`src/rtl/bus_arbiter_pkg.sv`:
```
// rtl/bus_arbiter_pkg.sv - shared types and constants for the IF/MEM bus arbiter
// Contents: bus width constants, arbiter FSM state encoding, default timeout,
// and a helper that identifies the states in which a bus cycle is open.
package bus_arbiter_pkg;

  // Widths of the existing memory bus.
  localparam int BUS_ADDR_W = 32;
  localparam int BUS_DATA_W = 32;
  localparam int BUS_SEL_W  = 4;

  // Cycles to wait for mem_ack_i before aborting; 0 disables the abort.
  localparam int ArbTimeoutDefault = 255;

  typedef enum logic [1:0] {
    ArbIdle = 2'd0,
    ArbBusD = 2'd1,
    ArbBusI = 2'd2,
    ArbResp = 2'd3
  } arb_state_e;

  function automatic logic is_bus_state(arb_state_e s);
    return (s == ArbBusD) || (s == ArbBusI);
  endfunction

endpackage

```
`src/rtl/bus_arbiter_if.sv`:
```
// rtl/bus_arbiter_if.sv - fetch, data and memory-port signal bundle of the bus arbiter
// slave  : arbiter side (takes requests and memory responses, drives grants/bus)
// master : environment side (requesters plus memory)
// Fetch : if_req_i, if_addr_i, flush_i -> if_rdata_o, if_ack_o, if_err_o, stallreq_if_o
// Data  : d_req_i, d_we_i, d_addr_i, d_wdata_i, d_sel_i -> d_rdata_o, d_ack_o, d_err_o, stallreq_mem_o
// Memory: mem_cyc_o, mem_we_o, mem_addr_o, mem_wdata_o, mem_sel_o <- mem_rdata_i, mem_ack_i
interface bus_arbiter_if
  import bus_arbiter_pkg::*;
#(
  parameter int ADDR_W = BUS_ADDR_W,
  parameter int DATA_W = BUS_DATA_W
) ();

  logic                 if_req_i;
  logic [ADDR_W-1:0]    if_addr_i;
  logic [DATA_W-1:0]    if_rdata_o;
  logic                 if_ack_o;
  logic                 if_err_o;
  logic                 flush_i;

  logic                 d_req_i;
  logic                 d_we_i;
  logic [ADDR_W-1:0]    d_addr_i;
  logic [DATA_W-1:0]    d_wdata_i;
  logic [BUS_SEL_W-1:0] d_sel_i;
  logic [DATA_W-1:0]    d_rdata_o;
  logic                 d_ack_o;
  logic                 d_err_o;

  logic                 mem_cyc_o;
  logic                 mem_we_o;
  logic [ADDR_W-1:0]    mem_addr_o;
  logic [DATA_W-1:0]    mem_wdata_o;
  logic [BUS_SEL_W-1:0] mem_sel_o;
  logic [DATA_W-1:0]    mem_rdata_i;
  logic                 mem_ack_i;

  logic                 stallreq_if_o;
  logic                 stallreq_mem_o;

  modport slave (
    input  if_req_i, if_addr_i, flush_i,
    input  d_req_i, d_we_i, d_addr_i, d_wdata_i, d_sel_i,
    input  mem_rdata_i, mem_ack_i,
    output if_rdata_o, if_ack_o, if_err_o,
    output d_rdata_o, d_ack_o, d_err_o,
    output mem_cyc_o, mem_we_o, mem_addr_o, mem_wdata_o, mem_sel_o,
    output stallreq_if_o, stallreq_mem_o
  );

  modport master (
    output if_req_i, if_addr_i, flush_i,
    output d_req_i, d_we_i, d_addr_i, d_wdata_i, d_sel_i,
    output mem_rdata_i, mem_ack_i,
    input  if_rdata_o, if_ack_o, if_err_o,
    input  d_rdata_o, d_ack_o, d_err_o,
    input  mem_cyc_o, mem_we_o, mem_addr_o, mem_wdata_o, mem_sel_o,
    input  stallreq_if_o, stallreq_mem_o
  );

endinterface

```
`src/rtl/bus_timer.sv`:
```
// rtl/bus_timer.sv - loadable down-counter that flags a hung bus cycle
// clk, rst   : clock, synchronous active-high reset
// clr_i      : reload with TIMEOUT-1 (asserted on grant)
// en_i       : count down one step (bus cycle open, no mem_ack_i)
// expired_o  : count reached zero; held low when TIMEOUT is 0
module bus_timer #(
  parameter int TIMEOUT = 255
) (
  input  logic clk,
  input  logic rst,
  input  logic clr_i,
  input  logic en_i,
  output logic expired_o
);

  localparam int CW = (TIMEOUT > 1) ? $clog2(TIMEOUT) : 1;
  localparam logic [CW-1:0] LOAD = (TIMEOUT > 0) ? CW'(TIMEOUT - 1) : '0;

  logic [CW-1:0] count_q;

  // Loading TIMEOUT-1 makes zero coincide with the last allowed wait cycle.
  always_ff @(posedge clk) begin
    if (rst) begin
      count_q <= '0;
    end else if (clr_i) begin
      count_q <= LOAD;
    end else if (en_i && (count_q != '0)) begin
      count_q <= count_q - 1'b1;
    end
  end

  assign expired_o = (TIMEOUT != 0) && (count_q == '0);

endmodule

```
`src/rtl/bus_arbiter.sv`:
```
// rtl/bus_arbiter.sv - shares one memory port between instruction fetch and data access
// clk, rst : clock, synchronous active-high reset
// bus      : bus_arbiter_if.slave carrying the fetch, data and memory ports
// One transaction at a time: IDLE -> BUS_D/BUS_I -> RESP -> IDLE.
module bus_arbiter
  import bus_arbiter_pkg::*;
#(
  parameter int ADDR_W  = BUS_ADDR_W,
  parameter int DATA_W  = BUS_DATA_W,
  parameter int TIMEOUT = ArbTimeoutDefault
) (
  input  logic         clk,
  input  logic         rst,
  bus_arbiter_if.slave bus
);

  arb_state_e           state_q;
  logic                 flushed_q;
  logic                 mem_cyc_q;
  logic                 mem_we_q;
  logic [ADDR_W-1:0]    mem_addr_q;
  logic [DATA_W-1:0]    mem_wdata_q;
  logic [BUS_SEL_W-1:0] mem_sel_q;
  logic                 if_ack_q;
  logic                 if_err_q;
  logic [DATA_W-1:0]    if_rdata_q;
  logic                 d_ack_q;
  logic                 d_err_q;
  logic [DATA_W-1:0]    d_rdata_q;

  logic grant_d;
  logic grant_i;
  logic fetch_dead;
  logic tmr_clr;
  logic tmr_en;
  logic tmr_expired;

  // Data always wins: it belongs to the older instruction in the pipe.
  assign grant_d    = (state_q == ArbIdle) && bus.d_req_i;
  assign grant_i    = (state_q == ArbIdle) && !bus.d_req_i && bus.if_req_i && !bus.flush_i;
  // A flush seen at any point of the fetch, including its final cycle, kills the result.
  assign fetch_dead = flushed_q || bus.flush_i;

  assign tmr_clr = grant_d || grant_i;
  assign tmr_en  = is_bus_state(state_q) && !bus.mem_ack_i;

  bus_timer #(
    .TIMEOUT (TIMEOUT)
  ) u_timer (
    .clk       (clk),
    .rst       (rst),
    .clr_i     (tmr_clr),
    .en_i      (tmr_en),
    .expired_o (tmr_expired)
  );

  always_ff @(posedge clk) begin
    if (rst) begin
      state_q     <= ArbIdle;
      flushed_q   <= 1'b0;
      mem_cyc_q   <= 1'b0;
      mem_we_q    <= 1'b0;
      mem_addr_q  <= '0;
      mem_wdata_q <= '0;
      mem_sel_q   <= '0;
      if_ack_q    <= 1'b0;
      if_err_q    <= 1'b0;
      if_rdata_q  <= '0;
      d_ack_q     <= 1'b0;
      d_err_q     <= 1'b0;
      d_rdata_q   <= '0;
    end else begin
      // Completion strobes are single-cycle: only the entry into RESP sets them.
      if_ack_q <= 1'b0;
      if_err_q <= 1'b0;
      d_ack_q  <= 1'b0;
      d_err_q  <= 1'b0;

      case (state_q)
        ArbIdle: begin
          if (grant_d) begin
            state_q     <= ArbBusD;
            mem_cyc_q   <= 1'b1;
            mem_we_q    <= bus.d_we_i;
            mem_addr_q  <= bus.d_addr_i;
            mem_wdata_q <= bus.d_wdata_i;
            mem_sel_q   <= bus.d_sel_i;
          end else if (grant_i) begin
            state_q     <= ArbBusI;
            mem_cyc_q   <= 1'b1;
            mem_we_q    <= 1'b0;
            mem_addr_q  <= bus.if_addr_i;
            mem_wdata_q <= '0;
            mem_sel_q   <= '1;
          end
        end

        ArbBusD: begin
          if (bus.mem_ack_i) begin
            state_q   <= ArbResp;
            mem_cyc_q <= 1'b0;
            d_ack_q   <= 1'b1;
            if (!mem_we_q) begin
              d_rdata_q <= bus.mem_rdata_i;
            end
          end else if (tmr_expired) begin
            state_q   <= ArbResp;
            mem_cyc_q <= 1'b0;
            d_err_q   <= 1'b1;
            d_rdata_q <= '0;
          end
        end

        ArbBusI: begin
          flushed_q <= fetch_dead;
          if (bus.mem_ack_i) begin
            state_q   <= ArbResp;
            mem_cyc_q <= 1'b0;
            if (!fetch_dead) begin
              if_ack_q   <= 1'b1;
              if_rdata_q <= bus.mem_rdata_i;
            end
          end else if (tmr_expired) begin
            state_q   <= ArbResp;
            mem_cyc_q <= 1'b0;
            if (!fetch_dead) begin
              if_err_q   <= 1'b1;
              if_rdata_q <= '0;
            end
          end
        end

        ArbResp: begin
          // Requests are deliberately not sampled here so the requester
          // has one cycle to drop or change req after its ack.
          state_q   <= ArbIdle;
          flushed_q <= 1'b0;
        end

        default: begin
          state_q <= ArbIdle;
        end
      endcase
    end
  end

  assign bus.mem_cyc_o   = mem_cyc_q;
  assign bus.mem_we_o    = mem_we_q;
  assign bus.mem_addr_o  = mem_addr_q;
  assign bus.mem_wdata_o = mem_wdata_q;
  assign bus.mem_sel_o   = mem_sel_q;
  assign bus.if_ack_o    = if_ack_q;
  assign bus.if_err_o    = if_err_q;
  assign bus.if_rdata_o  = if_rdata_q;
  assign bus.d_ack_o     = d_ack_q;
  assign bus.d_err_o     = d_err_q;
  assign bus.d_rdata_o   = d_rdata_q;

  assign bus.stallreq_if_o  = bus.if_req_i && !if_ack_q;
  assign bus.stallreq_mem_o = bus.d_req_i && !(d_ack_q || d_err_q);

endmodule

```
`src/flat_wrapper.sv`:
```
// flat-port wrapper written by rule: the top's interface ports become plain ports
module bus_arbiter_flat import bus_arbiter_pkg::*;
#(
  parameter int ADDR_W  = BUS_ADDR_W,
  parameter int DATA_W  = BUS_DATA_W,
  parameter int TIMEOUT = ArbTimeoutDefault
)
  (clk, rst, bus_if_req_i, bus_if_addr_i, bus_flush_i, bus_d_req_i, bus_d_we_i, bus_d_addr_i, bus_d_wdata_i, bus_d_sel_i, bus_mem_rdata_i, bus_mem_ack_i, bus_if_rdata_o, bus_if_ack_o, bus_if_err_o, bus_d_rdata_o, bus_d_ack_o, bus_d_err_o, bus_mem_cyc_o, bus_mem_we_o, bus_mem_addr_o, bus_mem_wdata_o, bus_mem_sel_o, bus_stallreq_if_o, bus_stallreq_mem_o);
  bus_arbiter_if #(.ADDR_W(ADDR_W), .DATA_W(DATA_W)) bus_i ();
  input  logic clk;
  input  logic rst;
  input wire logic [$bits(bus_i.if_req_i)-1:0] bus_if_req_i;
  input wire logic [$bits(bus_i.if_addr_i)-1:0] bus_if_addr_i;
  input wire logic [$bits(bus_i.flush_i)-1:0] bus_flush_i;
  input wire logic [$bits(bus_i.d_req_i)-1:0] bus_d_req_i;
  input wire logic [$bits(bus_i.d_we_i)-1:0] bus_d_we_i;
  input wire logic [$bits(bus_i.d_addr_i)-1:0] bus_d_addr_i;
  input wire logic [$bits(bus_i.d_wdata_i)-1:0] bus_d_wdata_i;
  input wire logic [$bits(bus_i.d_sel_i)-1:0] bus_d_sel_i;
  input wire logic [$bits(bus_i.mem_rdata_i)-1:0] bus_mem_rdata_i;
  input wire logic [$bits(bus_i.mem_ack_i)-1:0] bus_mem_ack_i;
  output wire logic [$bits(bus_i.if_rdata_o)-1:0] bus_if_rdata_o;
  output wire logic [$bits(bus_i.if_ack_o)-1:0] bus_if_ack_o;
  output wire logic [$bits(bus_i.if_err_o)-1:0] bus_if_err_o;
  output wire logic [$bits(bus_i.d_rdata_o)-1:0] bus_d_rdata_o;
  output wire logic [$bits(bus_i.d_ack_o)-1:0] bus_d_ack_o;
  output wire logic [$bits(bus_i.d_err_o)-1:0] bus_d_err_o;
  output wire logic [$bits(bus_i.mem_cyc_o)-1:0] bus_mem_cyc_o;
  output wire logic [$bits(bus_i.mem_we_o)-1:0] bus_mem_we_o;
  output wire logic [$bits(bus_i.mem_addr_o)-1:0] bus_mem_addr_o;
  output wire logic [$bits(bus_i.mem_wdata_o)-1:0] bus_mem_wdata_o;
  output wire logic [$bits(bus_i.mem_sel_o)-1:0] bus_mem_sel_o;
  output wire logic [$bits(bus_i.stallreq_if_o)-1:0] bus_stallreq_if_o;
  output wire logic [$bits(bus_i.stallreq_mem_o)-1:0] bus_stallreq_mem_o;
  assign bus_i.if_req_i = bus_if_req_i;
  assign bus_i.if_addr_i = bus_if_addr_i;
  assign bus_i.flush_i = bus_flush_i;
  assign bus_i.d_req_i = bus_d_req_i;
  assign bus_i.d_we_i = bus_d_we_i;
  assign bus_i.d_addr_i = bus_d_addr_i;
  assign bus_i.d_wdata_i = bus_d_wdata_i;
  assign bus_i.d_sel_i = bus_d_sel_i;
  assign bus_i.mem_rdata_i = bus_mem_rdata_i;
  assign bus_i.mem_ack_i = bus_mem_ack_i;
  assign bus_if_rdata_o = bus_i.if_rdata_o;
  assign bus_if_ack_o = bus_i.if_ack_o;
  assign bus_if_err_o = bus_i.if_err_o;
  assign bus_d_rdata_o = bus_i.d_rdata_o;
  assign bus_d_ack_o = bus_i.d_ack_o;
  assign bus_d_err_o = bus_i.d_err_o;
  assign bus_mem_cyc_o = bus_i.mem_cyc_o;
  assign bus_mem_we_o = bus_i.mem_we_o;
  assign bus_mem_addr_o = bus_i.mem_addr_o;
  assign bus_mem_wdata_o = bus_i.mem_wdata_o;
  assign bus_mem_sel_o = bus_i.mem_sel_o;
  assign bus_stallreq_if_o = bus_i.stallreq_if_o;
  assign bus_stallreq_mem_o = bus_i.stallreq_mem_o;
  bus_arbiter #(.ADDR_W(ADDR_W), .DATA_W(DATA_W), .TIMEOUT(TIMEOUT)) u_core (.clk(clk), .rst(rst), .bus(bus_i));
endmodule
```
`config.mk`:
```
export PLATFORM = sky130hd
export DESIGN_NAME = bus_arbiter_flat
export DESIGN_NICKNAME = d
export VERILOG_FILES = /design/src/rtl/bus_arbiter_pkg.sv /design/src/rtl/bus_arbiter_if.sv /design/src/rtl/bus_timer.sv /design/src/rtl/bus_arbiter.sv /design/src/flat_wrapper.sv
export SDC_FILE = /design/constraint.sdc
export NUM_CORES = 1
export LEC_CHECK = 0
export BUFFER_PORTS_ARGS = -buffer_cell sky130_fd_sc_hd__buf_4
export CORE_ASPECT_RATIO = 1.1
export CORE_MARGIN = 2
export CORE_UTILIZATION = 43
export DETAILED_ROUTE_END_ITERATION = 10
export MAX_ROUTING_LAYER = met4
export PLACE_DENSITY = 0.85
export SYNTH_ARGS = -nofsm -noshare
export SYNTH_HDL_FRONTEND = slang
export SYNTH_SLANG_ARGS = --single-unit
export TNS_END_PERCENT = 30
```
`constraint.sdc`:
```
create_clock -name clk -period 2.5 [get_ports clk]
set_input_delay 0 -clock clk [delete_from_list [all_inputs] [get_ports clk]]
set_output_delay 0 -clock clk [all_outputs]
set_load 0.01 [all_outputs]
```
==> flow_summary_export.csv <==
group,metric,value,unit
routing,detailroute.via_count,6192,
sta,finalSetupTns,0,ns
layout,post_layout_nonfiller_instances,1111,
setup_path,worst_setup_path_end_kind,"flip-flop",
global_routing,grt.met3_usage,5.82,%
die,die_height,122,um
setup_path,regToRegStartpoint,"u_core.state_q[0]",
global_routing,remaining_overflow_grt,0,
synth,synth-edff-count,0,
place,pre_cts_worst_setup_slack,0.603,ns
setup_path,crit-reg2reg-capture,"u_core.bus.mem_addr_o[4]",
power_and_ir_drop,cell_internal_pwr,5.75,mW
clock_network,clock_tree.root_cell,"clkbuf_16",
clock_network,tritoncts,"built",
place,post-place-cells,936,
layout,layout.cells.most_common,"buf_4",
synth,synth_flop_cell,"dfxtp_1",
power_and_ir_drop,share_of_total_power_in_sequential_cells,35.8,%
sta,worst_slew_margin_rel,56.1,%
synth,yosys.cell_types.count,39,
sta,setup_repair_after_global_routing_missed_its_margin,"no",
synth,register_bit_total_from_synthesis,149,
clock_network,tritoncts.num_buffers,17,
die,die_area,0.0136,mm2
setup_path,arrival,2.71,ns
setup_path,timing.critical_path.from,"u_core.state_q[0]",
global_routing,wire_length_of_the_first_global_routing_pass,32.1,mm
routing,totalWireLength,20.4,mm
layout,nNetsFinal,1086,
setup_path,critPathLaunchType,"flip-flop",
sta,skew,0.00845,ns
sta,finalHoldViolCount,0,
setup_path,setup.worst_path.end,"u_core.bus.mem_addr_o[4]",
global_routing,grt_pass1_vias,6284,
setup_path,r2r.worst_path.cells,7,
die,floorplan.core_area,0.0125,mm2
global_routing,track_usage,30.4,%
synth,post-synth-top-area-cell,"dfxtp_1",
routing,drt_pass1_iterations,5,
place,portBuffers,278,
synth,yosys.area.top_type_share,54.9,%
clock_network,clock_input_transition_at_the_sequential_cells_of_the_worst_setup_and_hold_paths,0.06,ns
global_routing,grt_start_max_net_pins,67,
synth,netlist_top_cells_area,"dfxtp_1 55%, a32o_1 12%, a311oi_1 5.3%",
place,gp_routability_congestion,0.817,
layout,syn_to_final_growth,77.5,%
clock_network,clock_sink_count,149,
synth,mapped_cells,539,
layout,n_fill_cell,761,
run_status,run_status,"complete, no violations",
sta,finalMaxSlewViolations,0,
synth,yosysWarningCount,0,
layout,layout.cells.most_common_list,"290 x buf_4, 149 x dfxtp_1, 142 x dlygate4sd3_1",
die,floorplan.initialDensity,43.5,%
power_and_ir_drop,power.static_leakage,4.35,nW
routing,antenna_left,0,
global_routing,grt-busiest-layer,"met2",
power_and_ir_drop,vdd_drop_max,0.000646,V
synth,async_reset_ff_share,0,%
clock_network,clock_insertion_delay_worst_skew,0.42,ns
sta,finalWorstSetupSlack,0.152,ns
layout,drive_gt1_share,35.7,%
place,place.detailed.hpwl,11.1,mm
synth,yosysSeqAreaShare,54.9,%
global_routing,grt_use_met2,52.9,%
setup_path,critical_path.max_fanout,36,
global_routing,grt_met1_usage,32.2,%
routing,detailed_route_wire_length_per_cell,18.3,um
power_and_ir_drop,swShare,34.2,%
sta,worst_pin_slew,0.658,ns
clock_network,ctsHtreeMaxLevel,4,
setup_path,timing.setup.critical_path_class,"reg -> reg",
die,die_width,111,um
sta,timing.final.setup_violations,0,
synth,syn_nets,684,
power_and_ir_drop,power.density,906,mW/mm2
global_routing,grt_antenna_before_repair,0,
die,io-pin-count,279,
setup_path,reg2reg_slack,0.15,ns
power_and_ir_drop,clockPowerShare,27.2,%
synth,postSynthAreaPerCell,10.1,um2
routing,detail_route.vias_per_cell,5.57,
routing,drt_first_iter_violations,552,
routing,detailed_route_drc_error_count,0,
synth,syn-cell-area,0.00544,mm2
power_and_ir_drop,power_switching,2.99,mW
setup_path,critical_path_required,2.86,ns
power_and_ir_drop,p_comb_share,37.1,%
die,num_rows,43,
sta,clock.fmax,426,MHz
clock_network,clock_path_buffers,2,
sta,layout_min_cycle_time,2.35,ns
min_path,hp-class,"in -> reg",
layout,num_antenna_cells,0,
run,max_cap_viol,0,
sta,fin_crit_sh,93.9,%
[synth_stat cells (all sizes together) (2+ instances only)]
library cell  instances
and2                  3
nand2b                2
ha                    6
nor3                  5
a311oi               33
dfxtp               149
nor4b                 3
nor3b                 3
mux2i                 2
inv                   6
nand2                68
or2                   2
nor2                 68
clkbuf               31
buf                  20
o221a                 4
a32o                 64
a21boi                2
a22oi                33
nor2b                 2
o21ai                 2
a21oi                13
xnor2                 5
[sequential cells by signal (all words and copies together) (netlist names), 2 cells and up]
register and cells:
u_core.bus.d_rdata_o 32, u_core.bus.if_rdata_o 32, u_core.bus.mem_addr_o 32, u_core.bus.mem_wdata_o 32, u_core.u_timer.count_q 8, u_core.bus.mem_sel_o 4
u_core.state_q 2
[per-stage QoR]
stage | hold WS (ns) | area [um2] | util, % | power (mW)
finish | 0.0876 | 9650 | 77.3 | 8.74
global route | 0.0921 | 9650 | 77.3 | 9.18
CTS | 0.216 | 9630 | 77.2 | 8.58
detailed placement | 0.243 | 7660 | 61.3 | 5.84
global placement | 0.232 | 7660 | 61.3 | 5.77
floorplan | 0.137 | 5440 | - | 4.68
[worst max-delay path: stages, from the launching register on]
cell and delay, ns:
dfxtp_1 0.37, inv_1 0.09, ha_1 0.25, nand2_1 0.08, buf_4 0.35, nand2_1 0.14, a311oi_1 0.39, dlygate4sd3_1 0.60
[area by class of cell]
class	count	area [um2]	area share, %
inverter	6	22.5	0.233
clock inverter	13	101	1.05
tap	157	196	2.04
sequential	149	2980	30.9
clock buffer	19	453	4.70
timing repair buffer	434	3630	37.6
multi-input combinational	333	2260	23.4
[repair_timing]
action                                  4_1_cts  5_1_grt
endpoints found under the setup margin        0       13
buffers inserted                              0        1
hold endpoints to repair                    138        0
gates resized for setup                       0        2
hold buffers                                142        0
[routing by layer]
metal,share of wire (%),up-vias
met5,0,-
met4,5.8,0
met3,5.6,93
met1,37,2964
li1,-,2821
met2,52,314
[how the worst min path moves through the flow]
stage	from	end	slack (ns)	cells after the start
floorplan	bus_if_req_i	bus_stallreq_if_o	0.14	1
global placement	bus_d_wdata_i[18]	u_core.bus.mem_wdata_o[18]	0.23	3
detailed placement	bus_d_wdata_i[24]	u_core.bus.mem_wdata_o[24]	0.24	3
CTS	bus_d_req_i	u_core.state_q[0]	0.22	5
global route	bus_d_req_i	u_core.state_q[1]	0.09	4
finish	bus_d_req_i	u_core.state_q[1]	0.09	4
[cells by family after synthesis]
group,after synthesis,share of synthesized area (%)
compound gates,157,25.2
xor+xnor,6,0.967
fa+ha+maj,6,1.38
buf+inv,57,4.24
flops,149,54.9
mux,2,0.368
simple gates,162,12.9
[power groups by stage]
stage / Combinational [mW] / Clock (mW) / Sequential (mW)
2_1_floorplan: 1.38 / 0 / 3.29
3_3_place_gp: 2.64 / 0 / 3.12
3_5_place_dp: 2.69 / 0 / 3.14
4_1_cts: 3.09 / 2.39 / 3.10
5_1_grt: 3.49 / 2.52 / 3.18
6_report: 3.24 / 2.37 / 3.12
(Power assumes the default switching activity.)
